--- src/rtl/apb_master_bridge_pkg.sv ---
// Shared APB definitions: FSM state encoding, default bus widths and the
// register map of the SPI block that this bridge usually talks to.
package apb_pkg;

    localparam int unsigned APB_ADDR_W = 16;
    localparam int unsigned APB_DATA_W = 8;

    typedef enum logic [1:0] {
        ST_IDLE   = 2'd0,
        ST_SETUP  = 2'd1,
        ST_ACCESS = 2'd2
    } apb_state_t;

    localparam logic [APB_ADDR_W-1:0] SPI_CONFIG_OFS = 16'h0000;
    localparam logic [APB_ADDR_W-1:0] SPI_TX_OFS     = 16'h0004;
    localparam logic [APB_ADDR_W-1:0] SPI_RX_OFS     = 16'h0008;
    localparam logic [APB_ADDR_W-1:0] SPI_CMD_OFS    = 16'h000C;

endpackage

--- src/rtl/apb_master_bridge_if.sv ---
// Command/response port plus APB bus of the bridge; signal names are from the
// bridge's point of view (i_ = into the bridge, o_ = out of the bridge).
interface apb_master_bridge_if #(
    parameter int unsigned ADDR_W = 16,
    parameter int unsigned DATA_W = 8
);
    logic              i_cmd_valid;
    logic              o_cmd_ready;
    logic              i_cmd_write;
    logic [ADDR_W-1:0] i_cmd_addr;
    logic [DATA_W-1:0] i_cmd_wdata;
    logic              o_rsp_valid;
    logic [DATA_W-1:0] o_rsp_rdata;
    logic              o_rsp_err;
    logic              o_PSEL0;
    logic              o_PENABLE;
    logic              o_PWRITE;
    logic [ADDR_W-1:0] o_PADDR;
    logic [DATA_W-1:0] o_PWDATA;
    logic [DATA_W-1:0] i_PRDATA;
    logic              i_PREADY;
    logic              o_busy;

    modport master (
        input  i_cmd_valid, i_cmd_write, i_cmd_addr, i_cmd_wdata, i_PRDATA, i_PREADY,
        output o_cmd_ready, o_rsp_valid, o_rsp_rdata, o_rsp_err,
        output o_PSEL0, o_PENABLE, o_PWRITE, o_PADDR, o_PWDATA, o_busy
    );

    modport slave (
        output i_cmd_valid, i_cmd_write, i_cmd_addr, i_cmd_wdata, i_PRDATA, i_PREADY,
        input  o_cmd_ready, o_rsp_valid, o_rsp_rdata, o_rsp_err,
        input  o_PSEL0, o_PENABLE, o_PWRITE, o_PADDR, o_PWDATA, o_busy
    );

endinterface

--- src/rtl/apb_master_bridge_wait_timer.sv ---
// Saturating wait-state counter; o_expired flags the stall cycle that brings
// the count up to i_limit (a limit of 0 never expires).
module apb_wait_timer #(
    parameter int unsigned CNT_W = 4
) (
    input  logic             i_clk,
    input  logic             i_rst_n,
    input  logic             i_clear,
    input  logic             i_enable,
    input  logic [CNT_W-1:0] i_limit,
    output logic             o_expired
);
    logic [CNT_W-1:0] r_count;
    logic [CNT_W:0]   w_count_inc;

    assign w_count_inc = {1'b0, r_count} + (CNT_W+1)'(1);
    // Looks one ahead so the abort lands exactly on the limit-th stall cycle.
    assign o_expired   = i_enable && (i_limit != '0) && (w_count_inc == {1'b0, i_limit});

    always_ff @(posedge i_clk or negedge i_rst_n) begin
        if (!i_rst_n) begin
            r_count <= '0;
        end else if (i_clear) begin
            r_count <= '0;
        end else if (i_enable && (r_count != '1)) begin
            r_count <= r_count + CNT_W'(1);
        end
    end

endmodule

--- src/rtl/apb_master_bridge.sv ---
// APB initiator: one SETUP/ACCESS transfer per accepted command, PREADY wait
// states, programmable stall abort, one-cycle response strobe.
module apb_master_bridge
    import apb_pkg::*;
#(
    parameter int unsigned ADDR_W  = APB_ADDR_W,
    parameter int unsigned DATA_W  = APB_DATA_W,
    parameter int unsigned TIMEOUT = 15
) (
    input logic                 i_PCLK,
    input logic                 i_PRESETn,
    apb_master_bridge_if.master bus
);
    localparam int unsigned CNT_W = (TIMEOUT > 0) ? $clog2(TIMEOUT + 1) : 1;

    apb_state_t        r_state;
    logic              r_ready;
    logic              r_rsp_valid;
    logic [DATA_W-1:0] r_rsp_rdata;
    logic              r_rsp_err;
    logic              r_psel;
    logic              r_penable;
    logic              r_pwrite;
    logic [ADDR_W-1:0] r_paddr;
    logic [DATA_W-1:0] r_pwdata;
    logic              r_busy;

    logic              w_accept;
    logic              w_stall;
    logic              w_expired;

    assign w_accept = (r_state == ST_IDLE) && r_ready && bus.i_cmd_valid;
    assign w_stall  = (r_state == ST_ACCESS) && !bus.i_PREADY;

    apb_wait_timer #(.CNT_W(CNT_W)) u_wait_timer (
        .i_clk     (i_PCLK),
        .i_rst_n   (i_PRESETn),
        .i_clear   (w_accept),
        .i_enable  (w_stall),
        .i_limit   (CNT_W'(TIMEOUT)),
        .o_expired (w_expired)
    );

    // Ready is a flop so it stays low while reset is asserted and rises on the first edge after release.
    always_ff @(posedge i_PCLK or negedge i_PRESETn) begin
        if (!i_PRESETn) begin
            r_state     <= ST_IDLE;
            r_ready     <= 1'b0;
            r_rsp_valid <= 1'b0;
            r_rsp_rdata <= '0;
            r_rsp_err   <= 1'b0;
            r_psel      <= 1'b0;
            r_penable   <= 1'b0;
            r_pwrite    <= 1'b0;
            r_paddr     <= '0;
            r_pwdata    <= '0;
            r_busy      <= 1'b0;
        end else begin
            r_rsp_valid <= 1'b0;
            r_rsp_err   <= 1'b0;
            case (r_state)
                ST_IDLE: begin
                    r_ready <= 1'b1;
                    if (w_accept) begin
                        r_state  <= ST_SETUP;
                        r_ready  <= 1'b0;
                        r_busy   <= 1'b1;
                        r_psel   <= 1'b1;
                        r_pwrite <= bus.i_cmd_write;
                        r_paddr  <= bus.i_cmd_addr;
                        r_pwdata <= bus.i_cmd_write ? bus.i_cmd_wdata : '0;
                    end
                end
                ST_SETUP: begin
                    r_state   <= ST_ACCESS;
                    r_penable <= 1'b1;
                end
                ST_ACCESS: begin
                    // PREADY is tested first so a ready in the limit cycle completes normally.
                    if (bus.i_PREADY || w_expired) begin
                        r_state     <= ST_IDLE;
                        r_ready     <= 1'b1;
                        r_busy      <= 1'b0;
                        r_psel      <= 1'b0;
                        r_penable   <= 1'b0;
                        r_pwdata    <= '0;
                        r_rsp_valid <= 1'b1;
                        r_rsp_err   <= !bus.i_PREADY;
                        r_rsp_rdata <= (bus.i_PREADY && !r_pwrite) ? bus.i_PRDATA : '0;
                    end
                end
                default: begin
                    r_state <= ST_IDLE;
                end
            endcase
        end
    end

    assign bus.o_cmd_ready = r_ready;
    assign bus.o_rsp_valid = r_rsp_valid;
    assign bus.o_rsp_rdata = r_rsp_rdata;
    assign bus.o_rsp_err   = r_rsp_err;
    assign bus.o_PSEL0     = r_psel;
    assign bus.o_PENABLE   = r_penable;
    assign bus.o_PWRITE    = r_pwrite;
    assign bus.o_PADDR     = r_paddr;
    assign bus.o_PWDATA    = r_pwdata;
    assign bus.o_busy      = r_busy;

endmodule

--- src/flat_wrapper.sv ---
// flat-port wrapper written by rule: the top's interface ports become plain ports
module apb_master_bridge_flat import apb_pkg::*;
#(
    parameter int unsigned ADDR_W  = APB_ADDR_W,
    parameter int unsigned DATA_W  = APB_DATA_W,
    parameter int unsigned TIMEOUT = 15
)
  (i_PCLK, i_PRESETn, bus_i_cmd_valid, bus_i_cmd_write, bus_i_cmd_addr, bus_i_cmd_wdata, bus_i_PRDATA, bus_i_PREADY, bus_o_cmd_ready, bus_o_rsp_valid, bus_o_rsp_rdata, bus_o_rsp_err, bus_o_PSEL0, bus_o_PENABLE, bus_o_PWRITE, bus_o_PADDR, bus_o_PWDATA, bus_o_busy);
  apb_master_bridge_if #(.ADDR_W(ADDR_W), .DATA_W(DATA_W)) bus_i ();
  input logic i_PCLK;
  input logic i_PRESETn;
  input wire logic [$bits(bus_i.i_cmd_valid)-1:0] bus_i_cmd_valid;
  input wire logic [$bits(bus_i.i_cmd_write)-1:0] bus_i_cmd_write;
  input wire logic [$bits(bus_i.i_cmd_addr)-1:0] bus_i_cmd_addr;
  input wire logic [$bits(bus_i.i_cmd_wdata)-1:0] bus_i_cmd_wdata;
  input wire logic [$bits(bus_i.i_PRDATA)-1:0] bus_i_PRDATA;
  input wire logic [$bits(bus_i.i_PREADY)-1:0] bus_i_PREADY;
  output wire logic [$bits(bus_i.o_cmd_ready)-1:0] bus_o_cmd_ready;
  output wire logic [$bits(bus_i.o_rsp_valid)-1:0] bus_o_rsp_valid;
  output wire logic [$bits(bus_i.o_rsp_rdata)-1:0] bus_o_rsp_rdata;
  output wire logic [$bits(bus_i.o_rsp_err)-1:0] bus_o_rsp_err;
  output wire logic [$bits(bus_i.o_PSEL0)-1:0] bus_o_PSEL0;
  output wire logic [$bits(bus_i.o_PENABLE)-1:0] bus_o_PENABLE;
  output wire logic [$bits(bus_i.o_PWRITE)-1:0] bus_o_PWRITE;
  output wire logic [$bits(bus_i.o_PADDR)-1:0] bus_o_PADDR;
  output wire logic [$bits(bus_i.o_PWDATA)-1:0] bus_o_PWDATA;
  output wire logic [$bits(bus_i.o_busy)-1:0] bus_o_busy;
  assign bus_i.i_cmd_valid = bus_i_cmd_valid;
  assign bus_i.i_cmd_write = bus_i_cmd_write;
  assign bus_i.i_cmd_addr = bus_i_cmd_addr;
  assign bus_i.i_cmd_wdata = bus_i_cmd_wdata;
  assign bus_i.i_PRDATA = bus_i_PRDATA;
  assign bus_i.i_PREADY = bus_i_PREADY;
  assign bus_o_cmd_ready = bus_i.o_cmd_ready;
  assign bus_o_rsp_valid = bus_i.o_rsp_valid;
  assign bus_o_rsp_rdata = bus_i.o_rsp_rdata;
  assign bus_o_rsp_err = bus_i.o_rsp_err;
  assign bus_o_PSEL0 = bus_i.o_PSEL0;
  assign bus_o_PENABLE = bus_i.o_PENABLE;
  assign bus_o_PWRITE = bus_i.o_PWRITE;
  assign bus_o_PADDR = bus_i.o_PADDR;
  assign bus_o_PWDATA = bus_i.o_PWDATA;
  assign bus_o_busy = bus_i.o_busy;
  apb_master_bridge #(.ADDR_W(ADDR_W), .DATA_W(DATA_W), .TIMEOUT(TIMEOUT)) u_core (.i_PCLK(i_PCLK), .i_PRESETn(i_PRESETn), .bus(bus_i));
endmodule
--- config.mk ---
export PLATFORM = sky130hd
export DESIGN_NAME = apb_master_bridge_flat
export DESIGN_NICKNAME = d
export VERILOG_FILES = /design/src/rtl/apb_master_bridge_pkg.sv /design/src/rtl/apb_master_bridge_if.sv /design/src/rtl/apb_master_bridge_wait_timer.sv /design/src/rtl/apb_master_bridge.sv /design/src/flat_wrapper.sv
export SDC_FILE = /design/constraint.sdc
export NUM_CORES = 1
export LEC_CHECK = 0
export BUFFER_PORTS_ARGS = -buffer_cell sky130_fd_sc_hd__buf_2
export CAP_MARGIN = 20
export CORE_ASPECT_RATIO = 1.25
export CORE_MARGIN = 2
export CORE_UTILIZATION = 35
export CTS_BUF_LIST = sky130_fd_sc_hd__clkbuf_2
export DETAILED_ROUTE_END_ITERATION = 6
export PLACE_DENSITY_LB_ADDON = 0.15
export RECOVER_POWER = 25
export SLEW_MARGIN = 20
export SYNTH_ARGS = -nofsm -noshare
export SYNTH_HDL_FRONTEND = slang
export SYNTH_SLANG_ARGS = --single-unit
export TNS_END_PERCENT = 1
--- constraint.sdc ---
create_clock -name i_PCLK -period 2.49 [get_ports i_PCLK]
set_input_delay 0 -clock i_PCLK [delete_from_list [all_inputs] [get_ports i_PCLK]]
set_output_delay 0 -clock i_PCLK [all_outputs]
set_load 0.03 [all_outputs]
==> results of run 1 <==
## power breakdown
part | switching (mW) | total [mW] | internal, mW
sequential | 0.200 | 1.22 | 1.02
combinational | 1.02 | 1.52 | 0.501
clock | 0.230 | 0.292 | 0.0619
total | 1.45 | 3.03 | 1.58
## how the worst max path moves through the flow
stage	to	slack [ns]	cells after the start
finish	u_core.bus.o_PWDATA[4]	0.52	6
global route	u_core.bus.o_PWDATA[1]	0.40	6
CTS	u_core.bus.o_rsp_rdata[0]	0.52	6
detailed placement	u_core.bus.o_PWDATA[4]	0.55	6
global placement	u_core.bus.o_PWDATA[1]	0.59	6
floorplan	u_core.bus.o_rsp_rdata[0]	0.72	7
## cell type report
cell class	instances	area share [%]
flip-flops and latches	44	42.6
inverters	6	0.871
clock buffers	5	0.968
multi-input cells	102	22.9
repair buffers	113	29.3
clock inverters	2	0.484
well taps	60	2.90
## registers in the layout (all words and copies together) (netlist names)
name	count
u_core.bus.o_PWRITE	1
u_core.bus.o_rsp_err	1
u_core.bus.o_rsp_valid	1
u_core.u_wait_timer.r_count	4
u_core.bus.o_cmd_ready	1
u_core.bus.o_PENABLE	1
u_core.bus.o_PWDATA	8
u_core.bus.o_PSEL0	1
u_core.bus.o_rsp_rdata	8
u_core.r_state	2
u_core.bus.o_PADDR	16
## critical path: cells and delay by family, from the launching register on
| family | cells | cell delay, ns |
|---|---|---|
| AO/OA/AOI/OAI | 3 | 1.04 |
| flip-flops | 1 | 0.47 |
| adder cells (fa/ha/maj) | 1 | 0.20 |
| buffers and inverters | 1 | 0.11 |
| AND/OR/NAND/NOR | 1 | 0.06 |
## cell usage after synthesis (2+ instances only)
cell type and instances:
dfrtp_1 44, a22o_1 8, a211oi_1 2, nor2_1 2
a31oi_1 4, a32o_1 8, a21o_1 3, nand3_1 2
ha_1 2, inv_1 6, a21oi_1 2, nor2b_1 2
nand2_1 51, and2_1 2, nor3b_1 2, clkbuf_1 4
## layer usage
layer,up-vias,share of wire (%)
li1,770,-
met4,0,1.5
met3,7,7.9
met5,-,0
met2,75,48
met1,735,43
## metrics by stage
step	total power, mW	setup WS (ns)
floorplan	2.26	0.723
global placement	2.69	0.590
detailed placement	2.72	0.548
CTS	3.05	0.521
global route	3.24	0.401
finish	3.03	0.516
## logic make-up after synthesis
group	after synthesis
simple gates	67
flops	44
compound gates	31
buf+inv	15
fa+ha+maj	2
xor+xnor	1
mux	1
==> flow_summary_export.csv, run 1 <==
group,metric,value,unit
clocking,cts-root-buf,"clkbuf_2",
logic_synthesis,synthMuxAreaShare,0.565,%
logic_synthesis,synthFlopType,"dfrtp_1",
worst_setup_path,critPathArrivalTime,2.30,ns
timing,slew_viol_final,0,
worst_setup_path,cp-start-kind,"flip-flop",
logic_synthesis,syn-mean-instance-area,11.0,sq um
logic_synthesis,synth_compound_area_share,14.6,%
worst_setup_path,worstSetupEndpointType,"flip-flop",
worst_setup_path,critPathSlowestCell,"dfrtp_1",
detailed_routing,ant_nets,0,
timing,worst_slew_pin_slew,1.13,ns
timing,clock_skew,0.00356,ns
worst_setup_path,setup.worst_path.start,"u_core.u_wait_timer.r_count[0]",
floorplanning,core,0.00480,sq mm
worst_setup_path,r2r-start,"u_core.u_wait_timer.r_count[0]",
worst_setup_path,reg2regPathDepth,6,
logic_synthesis,synth_top_family_by_area,"simple AND/OR/NAND/NOR gates",
final_layout,fillers,436,
worst_setup_path,crit_fanout,19,
logic_synthesis,synth-simple-area-share,16.3,%
timing,hold_slack,0.135,ns
placement,place_congestion,0.802,
clocking,cts_hold_buf,34,
global_routing,grt_first_pass_wirelength,7380,um
detailed_routing,drcViolationCount,0,
worst_setup_path,rrSetupSlack,0.52,ns
final_layout,layout_common_cells,"74 x buf_2, 51 x nand2_1, 44 x dfrtp_1",
logic_synthesis,yosysTopAreaCellShare,62.1,%
timing,period_share,79.3,%
worst_setup_path,cpPeakStageDelay,0.47,ns
global_routing,grtUsageMet2,27.3,%
final_layout,area_growth_syn_to_layout,45.8,%
global_routing,use_met3,4.72,%
timing,setup_viol,0,
status,status,"finished clean",
timing,period_needed,1.97,ns
power,power_density,1170,mW/mm^2
min_path,worstHoldEndpoint,"u_core.bus.o_PWRITE",
logic_synthesis,syn-num-nets,200,
final_layout,final_area,0.00258,sq mm
global_routing,use_met1,21.3,%
worst_setup_path,required,2.81,ns
final_layout,finish.utilization,53.9,%
logic_synthesis,async_flop_share,100,%
placement,dp_cells,290,
clocking,post_cts_buffers,0,
logic_synthesis,synthAdderAreaFrac,1.41,%
clocking,clk_latency,0.40,ns
detailed_routing,avgViaCountPerCell,4.78,
worst_setup_path,r2r-end,"u_core.bus.o_PWDATA[4]",
min_path,hold_class,"primary input to flip-flop",
logic_synthesis,ys_seq_elements,44,
floorplanning,die_h,83.6,um
worst_setup_path,path_class,"flip-flop to flip-flop",
global_routing,grt_pass1_vias,1570,
logic_synthesis,yosysWarnings,0,
clocking,cts-resized-gates,0,
final_layout,diodes,0,
placement,io_buffers,75,
detailed_routing,routed-via-count,1587,
global_routing,antenna_found_initial,0,
detailed_routing,drt_iter0_drc,54,
floorplanning,start_util,36.9,%
clocking,clkSlewWorstSetupHoldPaths,0.22,ns
final_layout,mostFrequentLayoutCell,"buf_2",
global_routing,grt_busiest_layer,"met2",
final_layout,fin_cells,332,
clocking,cts.sinks,44,
floorplanning,die_area,0.00565,sq mm
final_layout,multi_input_area,592,sq um
placement,dpl.hpwl,2780,um
detailed_routing,routedWlPerCell,13.7,um
timing,fmax,507,MHz
logic_synthesis,ys_seq_area_share,62.1,%
global_routing,overflow,0,
timing,rsz0062_at_grt,"false",
timing,maxSlewHeadroom,24.7,%
power,leakagePower,1.38,nW
floorplanning,io-pin-count,76,
worst_setup_path,crit_chain,"inv_1 -> ha_1 -> nand2_1 -> a211o_1 -> a21o_1 -> a32o_1",
clocking,cts_tree,"yes",
logic_synthesis,ys_types,33,
detailed_routing,dr.pass1.iters,6,
floorplanning,die_w,67.7,um
flow_run,drv_cap,0,
logic_synthesis,synth_edf_count,0,
logic_synthesis,synth_xor_area_share,0.494,%
global_routing,track_usage,16.9,%
logic_synthesis,netlist_area,0.00177,sq mm
clocking,htreeDepth,2,
global_routing,grt_max_degree,45,
clocking,cts_buffers,5,
logic_synthesis,yosysTopAreaCell,"dfrtp_1",
final_layout,seq_area,0.00110,sq mm
logic_synthesis,synthCells,161,
logic_synthesis,synth_area_leaders,"dfrtp_1 62%, nand2_1 11%, a32o_1 4.5%",
min_path,min-delay-start,"bus_i_cmd_write",
detailed_routing,wl,4550,um
final_layout,fin_nets,311,
timing,setup-tns-final,0,ns
power,irDropWorstVdd,606,uV
timing,finalHoldViolations,0,
min_path,holdPathStages,3,
placement,place_area,0.00219,sq mm
final_layout,drive_gt1_share,31.3,%
floorplanning,rows,28,
clocking,clk_path_buf_depth,2,
(Power assumes the default switching activity.)
==> run 2: changes to the inputs <==
--- a/config.mk
+++ b/config.mk
@@ -5,6 +5,7 @@
 export SDC_FILE = /design/constraint.sdc
 export NUM_CORES = 1
 export LEC_CHECK = 0
+export ABC_AREA = 1
 export BUFFER_PORTS_ARGS = -buffer_cell sky130_fd_sc_hd__buf_2
 export CAP_MARGIN = 20
 export CORE_ASPECT_RATIO = 1.25
==> constraint.sdc (replaced) <==
create_clock -name i_PCLK -period 1.6 [get_ports i_PCLK]
set_input_delay 0 -clock i_PCLK [delete_from_list [all_inputs] [get_ports i_PCLK]]
set_output_delay 0 -clock i_PCLK [all_outputs]
set_load 0.03 [all_outputs]
==> flow_summary_export.csv, run 2 <==
group,metric,value,unit
clocking,post_cts_buffers,0,
placement,io_buffers,75,
global_routing,grt_max_degree,31,
floorplanning,io-pin-count,76,
logic_synthesis,yosysTopAreaCell,"dfrtp_1",
placement,dp_cells,334,
floorplanning,rows,29,
logic_synthesis,async_flop_share,100,%
final_layout,fin_cells,378,
floorplanning,die_w,68.8,um
final_layout,fin_nets,355,
timing,period_share,95.9,%
logic_synthesis,synthFlopType,"dfrtp_1",
power,irDropWorstVdd,815,uV
detailed_routing,ant_nets,0,
final_layout,final_area,0.00270,sq mm
global_routing,use_met3,4.77,%
timing,worst_slew_pin_slew,1.08,ns
timing,rsz0062_at_grt,"true",
logic_synthesis,yosysWarnings,0,
flow_run,drv_cap,0,
global_routing,grt_pass1_vias,1568,
logic_synthesis,synth.most_common_cell,"nand2_1",
logic_synthesis,netlist_area,0.00184,sq mm
final_layout,largest_reg_flops,16,
placement,dpl.hpwl,2810,um
final_layout,diodes,0,
status,status,"finished clean",
clocking,clk_path_buf_depth,2,
placement,place_area,0.00228,sq mm
global_routing,antenna_found_initial,0,
worst_setup_path,crit_fanout,14,
global_routing,grtUsageMet2,24.7,%
global_routing,use_met1,20.6,%
worst_setup_path,required,1.92,ns
clocking,cts_buffers,5,
clocking,cts-root-buf,"clkbuf_2",
power,power_density,1600,mW/mm^2
clocking,cts.sinks,44,
detailed_routing,dr.pass1.iters,4,
global_routing,grt_busiest_layer,"met2",
detailed_routing,drcViolationCount,0,
detailed_routing,routed-via-count,1651,
clocking,clkSlewWorstSetupHoldPaths,0.22,ns
timing,setup_viol,0,
logic_synthesis,synthCells,199,
clocking,htreeDepth,2,
timing,hold_slack,0.289,ns
timing,slew_viol_final,0,
logic_synthesis,ys_types,22,
timing,clock_skew,0.0139,ns
floorplanning,die_h,85.0,um
logic_synthesis,synth_edf_count,0,
power,leakagePower,1.49,nW
timing,setup-tns-final,0,ns
logic_synthesis,ys_seq_elements,44,
timing,maxSlewHeadroom,27.7,%
timing,fmax,652,MHz
worst_setup_path,worstSetupEndpointType,"flip-flop",
clocking,cts_tree,"yes",
global_routing,grt_first_pass_wirelength,6970,um
detailed_routing,avgViaCountPerCell,4.37,
power,p_total,4.31,mW
floorplanning,die_area,0.00585,sq mm
final_layout,layout_common_cells,"94 x nand2_1, 74 x buf_2, 44 x dfrtp_1",
logic_synthesis,yosysTopAreaCellShare,59.9,%
floorplanning,start_util,36.2,%
clocking,clk_latency,0.39,ns
timing,period_needed,1.53,ns
logic_synthesis,synth_area_leaders,"dfrtp_1 60%, nand2_1 19%, nand3_1 3.8%",
global_routing,track_usage,15.8,%
final_layout,area_growth_syn_to_layout,46.8,%
min_path,hold_class,"primary input to asynchronous set/reset pin",
logic_synthesis,ys_seq_area_share,59.9,%
floorplanning,core,0.00508,sq mm
logic_synthesis,yosys-top-cells-count,"94 x nand2_1, 44 x dfrtp_1, 14 x nand3_1",
logic_synthesis,syn-num-nets,238,
final_layout,drive_gt1_share,33.2,%
final_layout,mostFrequentLayoutCell,"nand2_1",
worst_setup_path,path_class,"flip-flop to flip-flop",
logic_synthesis,syn-mean-instance-area,9.24,sq um
worst_setup_path,critPathArrivalTime,1.85,ns
detailed_routing,wl,4390,um
global_routing,overflow,0,
timing,finalHoldViolations,0,
worst_setup_path,cp-start-kind,"flip-flop",
detailed_routing,drt_iter0_drc,41,
placement,place_congestion,0.713,
detailed_routing,routedWlPerCell,11.6,um
run 2: changes by cell type in the layout (fill, tap and decap cells not counted), sizes merged, moves of 3 or more:
cell,change
a22o,-8
a21o,-3
o21ai,+12
nand2,+46
nor2,+4
a32o,-8
nand3,+13
a31oi,-4
inv,+7
run 2: routing by layer:
layer  vias up  part of all wire, %
met1       738                   46
li1        851                    -
met2        56                   46
met4         0                  1.5
met5         -                    0
met3         6                  6.7
run 2: worst max-delay path, cell delays in order (launching register included):
cell and delay [ns]:
dfrtp_1 0.45, ha_1 0.22, nand2_1 0.08, nor2_1 0.05, nor2_2 0.13, nand3_2 0.12
nand2_4 0.14, nand2_8 0.12, nand2_1 0.11, o21ai_2 0.05
run 2: logic make-up (layout without fill, tap and decap cells):
logic type | count (synthesis) | in the layout | share of synthesized area [%]
compound gates | 14 | 14 | 6.13
buf+inv | 20 | 136 | 5.92
fa+ha+maj | 2 | 2 | 1.36
simple gates | 119 | 120 | 26.7
flops | 44 | 44 | 59.9
run 2: layout make-up:
| class | instances | area (sq um) |
|---|---|---|
| fillers | 484 | 2380 |
| flip-flops and latches | 44 | 1100 |
| repair buffers | 116 | 772 |
| multi-input cells | 136 | 662 |
| well taps | 62 | 77.6 |
| inverters | 13 | 48.8 |
| clock buffers | 5 | 25.0 |
| clock inverters | 2 | 12.5 |
run 2: worst paths after layout:
check / startpoint / end / slack (ns) / cells after the start
max: u_core.u_wait_timer.r_count[0] / u_core.bus.o_rsp_rdata[0] / 0.07 / 9
min: i_PRESETn / u_core.bus.o_PWDATA[6] / 0.29 / 2
max reg2reg: u_core.u_wait_timer.r_count[0] / u_core.bus.o_rsp_rdata[0] / 0.07 / 9
min reg2reg: u_core.bus.o_PADDR[12] / u_core.bus.o_PADDR[12] / 0.50 / 2
max in group asynchronous: i_PRESETn / u_core.bus.o_PADDR[7] / 0.29 / 3
min in group i_PCLK: bus_i_cmd_addr[11] / u_core.bus.o_PADDR[11] / 0.30 / 4
run 2: stage by stage:
step / utilization, % / worst slack, ns
3_5_place_dp: 44.9 / 0.0207
3_3_place_gp: 44.9 / 0.0525
2_1_floorplan: - / 0.112
6_report: 53.1 / 0.0663
4_1_cts: 52.9 / 0.0580
5_1_grt: 53.1 / -0.0423
run 2: power by group:
part	internal, mW	switching [mW]
logic	0.656	1.48
registers	1.50	0.224
clock network	0.0964	0.346
run 2: repair_timing:
action	4_1_cts	5_1_grt
hold buffers	36	0
endpoints found under the setup margin	1	18
resized for setup	1	2
pin swaps	0	1
gates cloned	0	1
endpoints found under the hold margin	80	0
==> run 3: changes to the inputs <==
--- a/config.mk
+++ b/config.mk
@@ -8,9 +8,11 @@
 export ABC_AREA = 1
 export BUFFER_PORTS_ARGS = -buffer_cell sky130_fd_sc_hd__buf_2
 export CAP_MARGIN = 20
+export CELL_PAD_IN_SITES_DETAIL_PLACEMENT = 2
+export CELL_PAD_IN_SITES_GLOBAL_PLACEMENT = 2
 export CORE_ASPECT_RATIO = 1.25
 export CORE_MARGIN = 2
-export CORE_UTILIZATION = 35
+export CORE_UTILIZATION = 25
 export CTS_BUF_LIST = sky130_fd_sc_hd__clkbuf_2
 export DETAILED_ROUTE_END_ITERATION = 6
 export PLACE_DENSITY_LB_ADDON = 0.15
==> flow_summary_export.csv, run 3 (synthesized netlist as in run 2, its figures left out) <==
group,metric,value,unit
final_layout,fin_nets,358,
clocking,post_cts_buffers,0,
floorplanning,io-pin-count,76,
floorplanning,start_util,26.0,%
power,power_density,1620,mW/mm^2
timing,fmax,649,MHz
timing,hold_slack,0.314,ns
min_path,holdPathStages,4,
detailed_routing,routedWlPerCell,14.5,um
worst_setup_path,r2r-start,"u_core.u_wait_timer.r_count[0]",
detailed_routing,drt_iter0_drc,35,
final_layout,mostFrequentLayoutCell,"nand2_1",
status,status,"finished clean",
min_path,worstHoldEndpoint,"u_core.bus.o_PADDR[11]",
detailed_routing,wl,5950,um
global_routing,use_met3,2.97,%
timing,clock_skew,0.0117,ns
power,leakagePower,1.55,nW
worst_setup_path,worstSetupEndpointType,"flip-flop",
clocking,htreeDepth,2,
global_routing,grt_first_pass_wirelength,9380,um
floorplanning,core,0.00706,sq mm
global_routing,grt_busiest_layer,"met2",
final_layout,drive_gt1_share,40.9,%
floorplanning,die_w,80.7,um
worst_setup_path,r2r-end,"u_core.bus.o_rsp_rdata[3]",
clocking,clk_latency,0.39,ns
global_routing,antenna_found_initial,0,
worst_setup_path,required,1.93,ns
floorplanning,rows,34,
worst_setup_path,crit_fanout,7,
floorplanning,die_area,0.00806,sq mm
power,irDropWorstVdd,672,uV
detailed_routing,dr.pass1.iters,3,
clocking,cts-root-buf,"clkbuf_2",
clocking,cts_tree,"yes",
worst_setup_path,critPathSlowestCell,"dfrtp_1",
clocking,clkSlewWorstSetupHoldPaths,0.23,ns
timing,slew_viol_final,0,
global_routing,grtUsageMet2,26.5,%
power,p_total,4.73,mW
flow_run,drv_cap,0,
global_routing,track_usage,14.9,%
placement,io_buffers,75,
placement,dpl.hpwl,3720,um
placement,place_congestion,0.782,
timing,setup-tns-final,0,ns
final_layout,diodes,0,
timing,period_needed,1.54,ns
detailed_routing,avgViaCountPerCell,4.45,
clocking,clk_path_buf_depth,2,
timing,rsz0062_at_grt,"true",
detailed_routing,drcViolationCount,0,
final_layout,largest_reg_flops,16,
timing,finalHoldViolations,0,
min_path,hold_class,"primary input to flip-flop",
timing,maxSlewHeadroom,4.97,%
final_layout,area_growth_syn_to_layout,59.2,%
worst_setup_path,cp-start-kind,"flip-flop",
global_routing,use_met1,18.1,%
clocking,cts_buffers,5,
timing,setup_viol,0,
worst_setup_path,critPathArrivalTime,1.87,ns
global_routing,grt_pass1_vias,1926,
final_layout,layout_common_cells,"81 x nand2_1, 75 x buf_2, 44 x dfrtp_1",
floorplanning,die_h,99.9,um
timing,worst_slew_pin_slew,1.43,ns
worst_setup_path,crit_chain,"ha_4 -> nand2_4 -> nand2_4 -> nor2_4 -> nand3_4 -> nand2_8 -> nand2_8 -> nand2_1 -> o21ai_2",
global_routing,overflow,0,
worst_setup_path,reg2regPathDepth,9,
global_routing,grt_max_degree,31,
detailed_routing,routed-via-count,1826,
worst_setup_path,cpPeakStageDelay,0.49,ns
worst_setup_path,rrSetupSlack,0.06,ns
min_path,min-delay-start,"bus_i_cmd_addr[11]",
worst_setup_path,path_class,"flip-flop to flip-flop",
clocking,cts.sinks,44,
timing,period_share,96.3,%
detailed_routing,ant_nets,0,
[run 3: what timing repair did]
action,in CTS,in global routing
endpoints found under the setup margin,18,22
pin swaps,0,9
hold buffers,36,0
gates resized for setup,1,35
cloned,0,3
hold endpoints to repair,59,0
[run 3: worst max-delay path: cells and delay by family (launching register included)]
| kind | cells | cell delay (ns) |
|---|---|---|
| fa+ha+maj | 1 | 0.20 |
| compound gates | 1 | 0.05 |
| simple gates | 7 | 0.73 |
| flops | 1 | 0.49 |
[run 3: how the worst max path moves through the flow]
stage | depth (start not counted) | start | slack (ns) | endpoint
2_1_floorplan | 10 | u_core.u_wait_timer.r_count[0] | 0.11 | u_core.bus.o_PWDATA[0]
4_1_cts | 9 | u_core.u_wait_timer.r_count[0] | 0.0005 | u_core.bus.o_rsp_rdata[7]
3_3_place_gp | 9 | u_core.u_wait_timer.r_count[0] | 0.02 | u_core.bus.o_rsp_rdata[2]
3_5_place_dp | 9 | u_core.u_wait_timer.r_count[0] | -0.05 | u_core.bus.o_rsp_rdata[7]
6_report | 9 | u_core.u_wait_timer.r_count[0] | 0.06 | u_core.bus.o_rsp_rdata[3]
5_1_grt | 10 | u_core.u_wait_timer.r_count[0] | -0.05 | u_core.bus.o_PWDATA[5]
[run 3: cell type report]
type                            count  area, sq um
Clock buffer                        5         25.0
Clock inverter                      3         42.5
Fill cell                         821         4140
Inverter                           13         48.8
Multi-Input combinational cell    138          818
Sequential cell                    44         1100
Tap cell                           90          113
Timing Repair Buffer              117          777
[run 3: metrics by stage]
| stage | utilization, % | cells | setup WS, ns | area [sq um] |
|---|---|---|---|---|
| 2_1_floorplan | - | 199 | 0.112 | 1840 |
| 3_3_place_gp | 32.7 | 363 | 0.0244 | 2310 |
| 3_5_place_dp | 32.7 | 363 | -0.0499 | 2310 |
| 4_1_cts | 38.9 | 407 | 0.000535 | 2750 |
| 5_1_grt | 41.4 | 410 | -0.0494 | 2930 |
| 6_report | 41.4 | 410 | 0.0586 | 2930 |
[run 3: power by group]
part	total, mW	switching [mW]	internal, mW
Clock	0.638	0.375	0.263
Combinational	2.34	1.63	0.706
Sequential	1.76	0.255	1.50
Total	4.73	2.26	2.47
[run 3: routing by layer]
metal,wire length [um],vias to the layer above
li1,-,860
met1,2390,904
met2,3230,56
met3,264,6
met4,61,0
met5,0,-
